<file path="config.mk">
export PLATFORM = sky130hd
export DESIGN_NAME = spi_slave_single_cs
export DESIGN_NICKNAME = d
export VERILOG_FILES = /design/src/rtl/spi_pkg.sv /design/src/rtl/spi_sync_edge.sv /design/src/rtl/spi_slave_single_cs.sv
export SDC_FILE = /design/constraint.sdc
export NUM_CORES = 1
export LEC_CHECK = 0
export CAP_MARGIN = 0
export CORE_UTILIZATION = 55
export CTS_BUF_LIST = sky130_fd_sc_hd__clkbuf_8
export DETAILED_ROUTE_END_ITERATION = 10
export PLACE_DENSITY = 0.8
export REMOVE_ABC_BUFFERS = 1
export SLEW_MARGIN = 30
export SYNTH_ARGS = -nofsm -noshare
export SYNTH_HDL_FRONTEND = slang
export SYNTH_SLANG_ARGS = --single-unit
</file>
<file path="constraint.sdc">
create_clock -name i_Clk -period 2.05 [get_ports i_Clk]
set_clock_uncertainty 0.1 [all_clocks]
set_input_delay 0.3075 -clock i_Clk [delete_from_list [all_inputs] [get_ports i_Clk]]
set_output_delay 0.3075 -clock i_Clk [all_outputs]
set_load 0.02 [all_outputs]
</file>
<file path="src/rtl/spi_pkg.sv">
`default_nettype none
// ============================================================================
//  Module      : spi_pkg
//  Description : Shared types and constants for the single-CS SPI slave.
//                - spi_state_e : byte-framing FSM states
//                - SPI_MODE    : SPI mode served (3: CPOL=1, CPHA=1)
//                - SCK_IDLE_LVL: SCK idle level implied by SPI_MODE
//                - IDLE_FILL   : byte returned when nothing was queued
//  Revision    : 1.0  initial release
// ============================================================================
package spi_pkg;

  typedef enum logic [1:0] {
    ST_IDLE  = 2'd0,
    ST_LOAD  = 2'd1,
    ST_SHIFT = 2'd2
  } spi_state_e;

  localparam int unsigned SPI_MODE     = 3;
  // CPOL is bit 1 of the mode number.
  localparam logic        SCK_IDLE_LVL = (SPI_MODE >= 2) ? 1'b1 : 1'b0;
  localparam logic [7:0]  IDLE_FILL    = 8'hFF;

endpackage
`default_nettype wire

</file>
<file path="src/rtl/spi_sync_edge.sv">
`default_nettype none
// ============================================================================
//  Module      : spi_sync_edge
//  Description : Multi-flop synchronizer for one asynchronous input, followed
//                by one delay flop used to produce single-cycle edge pulses.
//  Ports       : clk_i   - system clock
//                rst_ni  - synchronous active-low reset
//                d_i     - asynchronous input
//                level_o - synchronized level
//                rise_o  - one-cycle pulse on synchronized 0->1
//                fall_o  - one-cycle pulse on synchronized 1->0
//  Parameters  : STAGES  - synchronizer depth
//                RST_VAL - idle level loaded into every flop on reset
//  Revision    : 1.0  initial release
// ============================================================================
module spi_sync_edge #(
  parameter int   STAGES  = 2,
  parameter logic RST_VAL = 1'b1
) (
  input  logic clk_i,
  input  logic rst_ni,
  input  logic d_i,
  output logic level_o,
  output logic rise_o,
  output logic fall_o
);

  logic [STAGES-1:0] sync_q;
  logic              dly_q;

  always_ff @(posedge clk_i) begin
    if (!rst_ni) begin
      sync_q <= {STAGES{RST_VAL}};
      dly_q  <= RST_VAL;
    end else begin
      // Truncating cast drops the oldest stage; works for any STAGES >= 1.
      sync_q <= STAGES'({sync_q, d_i});
      dly_q  <= sync_q[STAGES-1];
    end
  end

  assign level_o = sync_q[STAGES-1];
  assign rise_o  = level_o & ~dly_q;
  assign fall_o  = ~level_o & dly_q;

endmodule
`default_nettype wire

</file>
<file path="src/rtl/spi_slave_single_cs.sv">
`default_nettype none
// ============================================================================
//  Module      : spi_slave_single_cs
//  Description : SPI slave, mode 3, MSB first, oversampled by i_Clk (at least
//                4x SCK). Counts received bytes per chip-select assertion and
//                returns a queued byte (or a fill byte) on MISO.
//  Ports       : i_Clk / i_Rst_L          - clock, sync active-low reset
//                i_SPI_Clk/CS_n/MOSI      - asynchronous SPI inputs
//                o_SPI_MISO / _En         - serial out and pad enable
//                i_TX_Byte / i_TX_DV      - load the TX holding register
//                o_TX_Ready               - holding register empty
//                o_RX_DV / o_RX_Byte      - received byte and valid pulse
//                o_RX_Count               - byte index within current CS
//  Macro       : SPI_SLAVE_ECHO_EN - an empty holding register makes the next
//                byte echo the last received byte instead of 8'hFF.
//  Revision    : 1.0  initial release
// ============================================================================
module spi_slave_single_cs
  import spi_pkg::*;
#(
  parameter int MAX_BYTES_PER_CS = 2,
  parameter int SYNC_STAGES      = 2
) (
  input  logic                                  i_Clk,
  input  logic                                  i_Rst_L,
  input  logic                                  i_SPI_Clk,
  input  logic                                  i_SPI_CS_n,
  input  logic                                  i_SPI_MOSI,
  output logic                                  o_SPI_MISO,
  output logic                                  o_SPI_MISO_En,
  input  logic [7:0]                            i_TX_Byte,
  input  logic                                  i_TX_DV,
  output logic                                  o_TX_Ready,
  output logic                                  o_RX_DV,
  output logic [7:0]                            o_RX_Byte,
  output logic [$clog2(MAX_BYTES_PER_CS+1)-1:0] o_RX_Count
);

  localparam int               CNT_W   = $clog2(MAX_BYTES_PER_CS + 1);
  localparam logic [CNT_W-1:0] CNT_MAX = CNT_W'(MAX_BYTES_PER_CS);

  // Synchronized SPI inputs. Only SCK edges matter, never its level.
  logic sck_rise, sck_fall, sck_level_unused;
  logic cs_level, cs_fall, cs_rise_unused;
  logic [SYNC_STAGES-1:0] mosi_sync_q;
  logic                   mosi_s;

  spi_sync_edge #(.STAGES(SYNC_STAGES), .RST_VAL(SCK_IDLE_LVL)) u_sck_sync (
    .clk_i   (i_Clk),
    .rst_ni  (i_Rst_L),
    .d_i     (i_SPI_Clk),
    .level_o (sck_level_unused),
    .rise_o  (sck_rise),
    .fall_o  (sck_fall)
  );

  spi_sync_edge #(.STAGES(SYNC_STAGES), .RST_VAL(1'b1)) u_cs_sync (
    .clk_i   (i_Clk),
    .rst_ni  (i_Rst_L),
    .d_i     (i_SPI_CS_n),
    .level_o (cs_level),
    .rise_o  (cs_rise_unused),
    .fall_o  (cs_fall)
  );

  // MOSI gets the same depth as SCK so a sample taken on a detected rising
  // edge sees the data that was stable at the real edge.
  always_ff @(posedge i_Clk) begin
    if (!i_Rst_L) mosi_sync_q <= '0;
    else          mosi_sync_q <= SYNC_STAGES'({mosi_sync_q, i_SPI_MOSI});
  end
  assign mosi_s = mosi_sync_q[SYNC_STAGES-1];

  // State and datapath registers.
  spi_state_e       state_q, state_d;
  logic [7:0]       tx_q, tx_d;
  logic [6:0]       rx_sh_q, rx_sh_d;
  logic [2:0]       bit_q, bit_d;
  logic             rx_dv_q, rx_dv_d;
  logic [7:0]       rx_byte_q, rx_byte_d;
  logic [CNT_W-1:0] cnt_q, cnt_d;
  logic [7:0]       hold_q, hold_d;
  logic             hold_full_q, hold_full_d;
  logic             drain;
  logic [7:0]       empty_fill;

`ifdef SPI_SLAVE_ECHO_EN
  assign empty_fill = rx_byte_q;
`else
  assign empty_fill = IDLE_FILL;
`endif

  always_ff @(posedge i_Clk) begin
    if (!i_Rst_L) state_q <= ST_IDLE;
    else          state_q <= state_d;
  end

  always_ff @(posedge i_Clk) begin
    if (!i_Rst_L) begin
      tx_q        <= IDLE_FILL;
      rx_sh_q     <= '0;
      bit_q       <= '0;
      rx_dv_q     <= 1'b0;
      rx_byte_q   <= 8'h00;
      cnt_q       <= '0;
      hold_q      <= 8'h00;
      hold_full_q <= 1'b0;
    end else begin
      tx_q        <= tx_d;
      rx_sh_q     <= rx_sh_d;
      bit_q       <= bit_d;
      rx_dv_q     <= rx_dv_d;
      rx_byte_q   <= rx_byte_d;
      cnt_q       <= cnt_d;
      hold_q      <= hold_d;
      hold_full_q <= hold_full_d;
    end
  end

  always_comb begin
    state_d     = state_q;
    tx_d        = tx_q;
    rx_sh_d     = rx_sh_q;
    bit_d       = bit_q;
    rx_dv_d     = 1'b0;
    rx_byte_d   = rx_byte_q;
    cnt_d       = cnt_q;
    hold_d      = hold_q;
    hold_full_d = hold_full_q;
    drain       = 1'b0;

    if (cs_level) begin
      // Deselected: any partial byte is dropped, the holding register stays.
      state_d = ST_IDLE;
      bit_d   = '0;
      cnt_d   = '0;
    end else begin
      case (state_q)
        ST_IDLE: begin
          if (cs_fall) state_d = ST_LOAD;
        end
        ST_LOAD: begin
          tx_d    = hold_full_q ? hold_q : empty_fill;
          drain   = hold_full_q;
          bit_d   = '0;
          state_d = ST_SHIFT;
        end
        ST_SHIFT: begin
          // The leading falling edge of a byte precedes its first rising
          // edge; the MSB is already on MISO, so only later falls shift.
          if (sck_fall && (bit_q != 3'd0)) tx_d = {tx_q[6:0], 1'b1};
          if (sck_rise) begin
            rx_sh_d = {rx_sh_q[5:0], mosi_s};
            bit_d   = bit_q + 3'd1;
            if (bit_q == 3'd7) begin
              rx_dv_d   = 1'b1;
              rx_byte_d = {rx_sh_q, mosi_s};
              cnt_d     = (cnt_q == CNT_MAX) ? cnt_q : cnt_q + CNT_W'(1);
              state_d   = ST_LOAD;
            end
          end
        end
        default: state_d = ST_IDLE;
      endcase
    end

    if (drain) hold_full_d = 1'b0;
    // A strobe in the drain cycle refills the register that LOAD just
    // emptied, so o_TX_Ready never rises for that byte.
    if (i_TX_DV && (!hold_full_q || drain)) begin
      hold_d      = i_TX_Byte;
      hold_full_d = 1'b1;
    end
  end

  assign o_SPI_MISO_En = ~cs_level;
  assign o_SPI_MISO    = cs_level ? 1'b1 : tx_q[7];
  assign o_TX_Ready    = ~hold_full_q;
  assign o_RX_DV       = rx_dv_q;
  assign o_RX_Byte     = rx_byte_q;
  assign o_RX_Count    = cnt_q;

endmodule
`default_nettype wire

</file>
* Word-level counts from Yosys, hierarchy flattened
Index checks and enable logic that the tools add are counted.
** Operators by class
- Add/subtract/negate cells :: 2
- $mul :: 0
- Div/mod/pow operators :: 0
- $lt $le $gt $ge :: 0
- Equal/unequal tests :: 8
- Shift operators :: 0
- Mux-type cells :: 15
- Bitwise gates (word level) :: 11
- Reductions and logical operators :: 16
** Operator list (number)
- $mux W8 :: 2
- $pmux W8 S2 :: 1
- $reduce_and A3 Y1 :: 3
- $ne A2 B2 Y1 const B :: 4
- $not A1 Y1 :: 8
- $reduce_and A4 Y1 :: 2
- $mux W1 :: 6
- $mux W2 :: 3
- $pmux W2 S3 :: 1
- $pmux W3 S2 :: 1
- $eq A2 B2 Y1 const B :: 2
- $reduce_bool A2 Y1 :: 2
- $reduce_or A4 Y1 :: 1
- $add A3 B1 Y3 const B :: 1
- $and A1 B1 Y1 :: 3
- $eq A3 B3 Y1 const B :: 1
- $mux W3 :: 1
- $reduce_bool A3 Y1 :: 1
- $add A2 B1 Y2 const B :: 1
- $eq A2 B1 Y1 const B :: 1
- $logic_and A1 B1 Y1 :: 2
- $logic_not A2 Y1 :: 1
- $reduce_and A2 Y1 :: 1
- $reduce_or A2 Y1 :: 1
- other kinds (2) :: 2
** Storage, ports and cells
- Flip-flop bits (word level) :: 48
- Bits in latches :: 0
- RAM bits :: 0
- Bits in read-only memories :: 0
- Input bits :: 14
- Output and inout bits :: 14
- Word-level logic and storage cells :: 66
- Memories :: 0

* Depth between registers and ports, before layout
Gate-level depths: netlist of run 1.
- Depth in word-level cells :: 6
- Depth in mapped cells :: 6
- Depth with buffers taken out :: 5

* By module
A second synthesis of run 1 with hierarchy kept.
** Unflattened totals
- Cells, all modules :: 230
- Area total of the unflattened synthesis :: 2053.2 µm²
** Modules (own cells, without submodules)
- spi_slave_single_cs :: instances 1, cells each 214, area an instance 1870.5 µm², sequential area each 840.8 µm²
- spi_sync_edge :: instances 2, cells each 8, area an instance 91.3 µm², sequential area each 60.1 µm²

* Worst setup path before layout of run 1
Ideal clock, no wire load.
- Path type :: reg2reg
- Start :: register cnt_q[0], in the netlist o_RX_Count[0]
- End :: register cnt_q[0], in the netlist o_RX_Count[0]
- Library setup time :: 71 ps
- Arrival :: 1258 ps
- Data required time :: 1879 ps
- Slack :: 620 ps
- Stages on the path, launching flop included :: 6
- Buffers on the path :: 0
- Period minus slack after synthesis :: 1430 ps
- Cells stage by stage :: dfxtp_1 inv_1 ha_1 nand2b_1 or3_1 a21oi_1
** Between the ends
- Longest elaborated chain between the ends :: 3
- Elaborated cells between the ends (all ways) :: 4
- Classes of those cells :: 1 x add/sub; 1 x eq/ne; 1 x bitwise; 1 x reduce/logical
** RTL lines
- start: declaration :: line spi_slave_single_cs.sv:81 : logic [CNT_W-1:0] cnt_q, cnt_d;
- start signal: assignment :: line spi_slave_single_cs.sv:114 : cnt_q <= cnt_d;
- $eq A2 B2 Y1 :: line spi_slave_single_cs.sv:158 : cnt_d = (cnt_q == CNT_MAX) ? cnt_q : cnt_q + CNT_W'(1);
- $not A1 Y1 (no line)
- $reduce_and A4 Y1 (no line)
Several ways; a longest one is shown, not always the timed one.
A chain may end at the register's enable or synchronous reset.

* Worst setup path in the final report of run 1
- Start :: register u_cs_sync.sync_q[1]
- End :: output o_SPI_MISO
** Between the ends
- Longest elaborated chain between the ends :: 1
** RTL lines
- start: declaration :: line spi_sync_edge.sv:28 : logic [STAGES-1:0] sync_q;
- start signal: assignment :: line spi_sync_edge.sv:33 : sync_q <= {STAGES{RST_VAL}};
- start signal: assignment :: line spi_sync_edge.sv:37 : sync_q <= STAGES'({sync_q, d_i});
- $mux W1 :: line spi_slave_single_cs.sv:177 : assign o_SPI_MISO = cs_level ? 1'b1 : tx_q[7];
- end: declaration :: line spi_slave_single_cs.sv:29 : output logic o_SPI_MISO,
Every way passes these cells.

==> results.md, run 1 <==
* Post-synthesis cell count at 227
* Max Slew Vio Count at 0
* Biggest cell delay along the critical path at about 0.53 ns
* Synth warnings at 0
* PwrDens at 670 mW/mm^2
* Core footprint at around 0.0035 sq mm
* Post-route minimum period at approximately 1.9 ns
* First-pass GRT wire length at around 6000 microns
* DR vias/cell at 5.34
* Worst hold margin at between 0.3 and 0.4 ns
* CP arrival at between 1 and 1.5 ns
* Post-CTS setup buffer count at 0
* Rel. slew slack at 0.599
* Register clock-pin slew on the reported worst setup and hold paths at around 0.080 ns
* Vias in the first global route at around 1300
* Largest net degree at the start of global routing at 28
* Hpwl dp at around 2400 microns
* Critical-path cell list: or2_2 > clkdlybuf4s50_1
* Cell variety after synth at 31
* Vias at between 1500 and 2000
* Share of layout cells above drive strength 1 at 0.0711
* Sum of negative setup slack at 0 ns
* Worst Hold Class: reg2reg
* Worst R2R End: o_RX_Byte[0]
* Lkg Pwr at around 0.95 nW
* Crit path max-delay cell type: clkdlybuf4s50_1
* Clock Sinks at 48
* Crit path launch type: register
* R2R Path Start: state_q[1]
* Initial antenna violation count at 0
* Site Rows at 21
* Max Buffers Root-to-Sink at 2
* Outcome: completed
* Cts bufs inserted at 5
* Die Wd at around 63 microns
* Total Routing Usage GR at 0.189
* Fin. Hold Viols at 0
* Pre-antenna DRT Iters at 4
* Reg2reg path depth at 3
* Cts hold-fix bufs at 0
* FMAX at between 0.5 and 0.6 GHz
* Crit path depth at 2
* Root Driver: clkbuf_8
* Starting DRC count in detailed routing at around 130
* Starting Density at 0.596
* Residual DRC count at 0
* Fillers at ~310
* Kind of end point of the critical path: output port
* Port bufs at 27
* CTS tree: built
* Worst Path Max Fanout at 5
* Syn Area/Cell at roughly 9.1 sq um
* Die area at roughly 0.004 sq mm
* Post-CTS Resized at 0
* Crit path max-delay family: buffers and inverters
* Ant diodes at 0
* CP Class: reg2out
* Clk_lat worst skew at ~0.30 ns
* RSZ-0062 raised after global routing: no
* Util after Layout at 0.711
* Final setup margin at 0.150 ns
* Wire per inst at about 12 microns
* Pre-CTS WS at approximately 0.32 ns
* Die Y at 63.3 microns
* CP startpoint: u_cs_sync.sync_q[1]
* Final net count at 270
* Seq cells post-synth at between 40 and 50
* Finish-stage setup viols at 0
* # IOs at 28
* Final ANT Viol Nets at 0
* Wirelength, routed at approximately 3500 microns
* Crit path to: o_SPI_MISO
* Critical path buffer and inverter count at 1
* Slew @ Worst Pin at about 0.60 ns
* Period utilization at 0.927
* H-Tree Level Count at 2
* Peak VDD IR at about 0.00044 V
* Total gr overflow at 0
* Max Cap Viol at 0
* Register area share after synthesis at 0.465
* Reg-to-reg setup timing slack at around 0.32 ns
* Worst EP required at 1.64 ns
* Overall Power at about 0.0017 W
* Cell area after synthesis at ~0.0021 sq mm
* Gpl congestion at a little under 0.8
* Area Overhead vs Synth at 19.3%
## stage by stage
| stage | area, sq um | instances |
|---|---|---|
| floorplan | 2000 | 213 |
| global placement | 2370 | 291 |
| detailed placement | 2370 | 291 |
| CTS | 2460 | 299 |
| global route | 2460 | 299 |
| finish | 2460 | 299 |
## routing by layer
layer | vias up | wire length [microns] | GRT usage
met5 | - | 0 | 0
met4 | 0 | 26 | 0.0511
met3 | 4 | 137 | 0.0707
met2 | 36 | 1620 | 0.297
met1 | 727 | 1690 | 0.243
li1 | 831 | - | -
## state kept, by name, indices dropped and copies added, names as in the netlist
signal / count
mosi_sync_q: 2
u_sck_sync.sync_q: 2
state_q: 2
u_cs_sync.dly_q: 1
o_RX_DV: 1
bit_q: 3
u_sck_sync.dly_q: 1
o_RX_Count: 2
hold_full_q: 1
u_cs_sync.sync_q: 2
o_RX_Byte: 8
tx_q: 8
hold_q: 8
rx_sh_q: 7
## cells in the mapped netlist, drive strengths merged
library cell / n / area (sq um)
mux2i: 16 / 160
or3: 2 / 12.5
a211oi: 7 / 52.6
clkbuf: 10 / 38.8
a21oi: 20 / 100
nor2: 9 / 33.8
or2: 1 / 6.26
and4bb: 1 / 12.5
a31oi: 1 / 6.26
nor3: 2 / 10.0
o21a: 3 / 22.5
and2: 2 / 12.5
nor2b: 1 / 6.26
nand2: 21 / 78.8
nand3b: 1 / 7.51
nand3: 18 / 90.1
and3b: 9 / 78.8
a41oi: 1 / 27.5
buf: 4 / 25.0
dfxtp: 48 / 961
inv: 8 / 30.0
or3b: 1 / 8.76
nand2b: 16 / 100
nor3b: 2 / 31.3
ha: 4 / 50.1
nand4bb: 1 / 11.3
and3: 1 / 6.26
o21ai: 17 / 85.1
## final cells by class
cell class | count | area, sq um | share of cell area
Multi-Input combinational cell | 157 | 1010 | 0.410
Sequential cell | 48 | 961 | 0.390
Timing Repair Buffer | 32 | 308 | 0.125
Clock buffer | 6 | 82.6 | 0.0335
Tap cell | 46 | 57.6 | 0.0234
Inverter | 8 | 30.0 | 0.0122
Clock inverter | 2 | 15.0 | 0.00609
## cell usage in the layout (no fill, tap or decap), types with 3 or more instances in the layout
master,Yosys,final
o21ai_0,17,17
inv_1,8,8
o21a_1,3,3
mux2i_1,16,16
clkbuf_8,0,6
a21oi_1,20,20
nand2b_1,16,16
ha_1,4,4
clkdlybuf4s50_1,0,27
buf_4,2,5
and3b_1,9,9
nand3_1,18,18
nand2_1,21,21
dfxtp_1,48,48
nor2_1,9,9
a211oi_1,7,7
## power breakdown
group,leakage [nW],total (W),internal (W),switching (W)
Clock,0.0434,0.000584,0.000273,0.000311
Combinational,0.520,0.000104,0.0000574,0.0000470
Sequential,0.390,0.000963,0.000950,0.0000129
## worst min path at each step
stage	startpoint	to	slack, ns	cells after the start
after floorplan	i_Rst_L	u_sck_sync.dly_q	0.27	1
after global placement	u_cs_sync.sync_q[0]	u_cs_sync.sync_q[1]	0.29	1
after detailed placement	u_cs_sync.sync_q[0]	u_cs_sync.sync_q[1]	0.30	1
after CTS	u_cs_sync.sync_q[0]	u_cs_sync.sync_q[1]	0.32	1
after global routing	u_cs_sync.sync_q[0]	u_cs_sync.sync_q[1]	0.34	1
final	u_cs_sync.sync_q[0]	u_cs_sync.sync_q[1]	0.32	1
## logic make-up after synthesis
logic type,count (synthesis),synth area share
buffers and inverters,22,0.0454
AO/OA/AOI/OAI,49,0.142
AND/OR/NAND/NOR,88,0.245
flip-flops,48,0.465
adder cells (fa/ha/maj),4,0.0242
multiplexers,16,0.0775
Note: power is estimated with default switching activity, not from simulation.
==> run 2: changes to the inputs <==
--- a/config.mk
+++ b/config.mk
@@ -11,6 +11,7 @@
 export DETAILED_ROUTE_END_ITERATION = 10
 export PLACE_DENSITY = 0.8
 export REMOVE_ABC_BUFFERS = 1
+export SETUP_SLACK_MARGIN = 0.05
 export SLEW_MARGIN = 30
 export SYNTH_ARGS = -nofsm -noshare
 export SYNTH_HDL_FRONTEND = slang
==> results of run 2 <==
The final DEF is identical to that of run 1; final timing and power are the same.
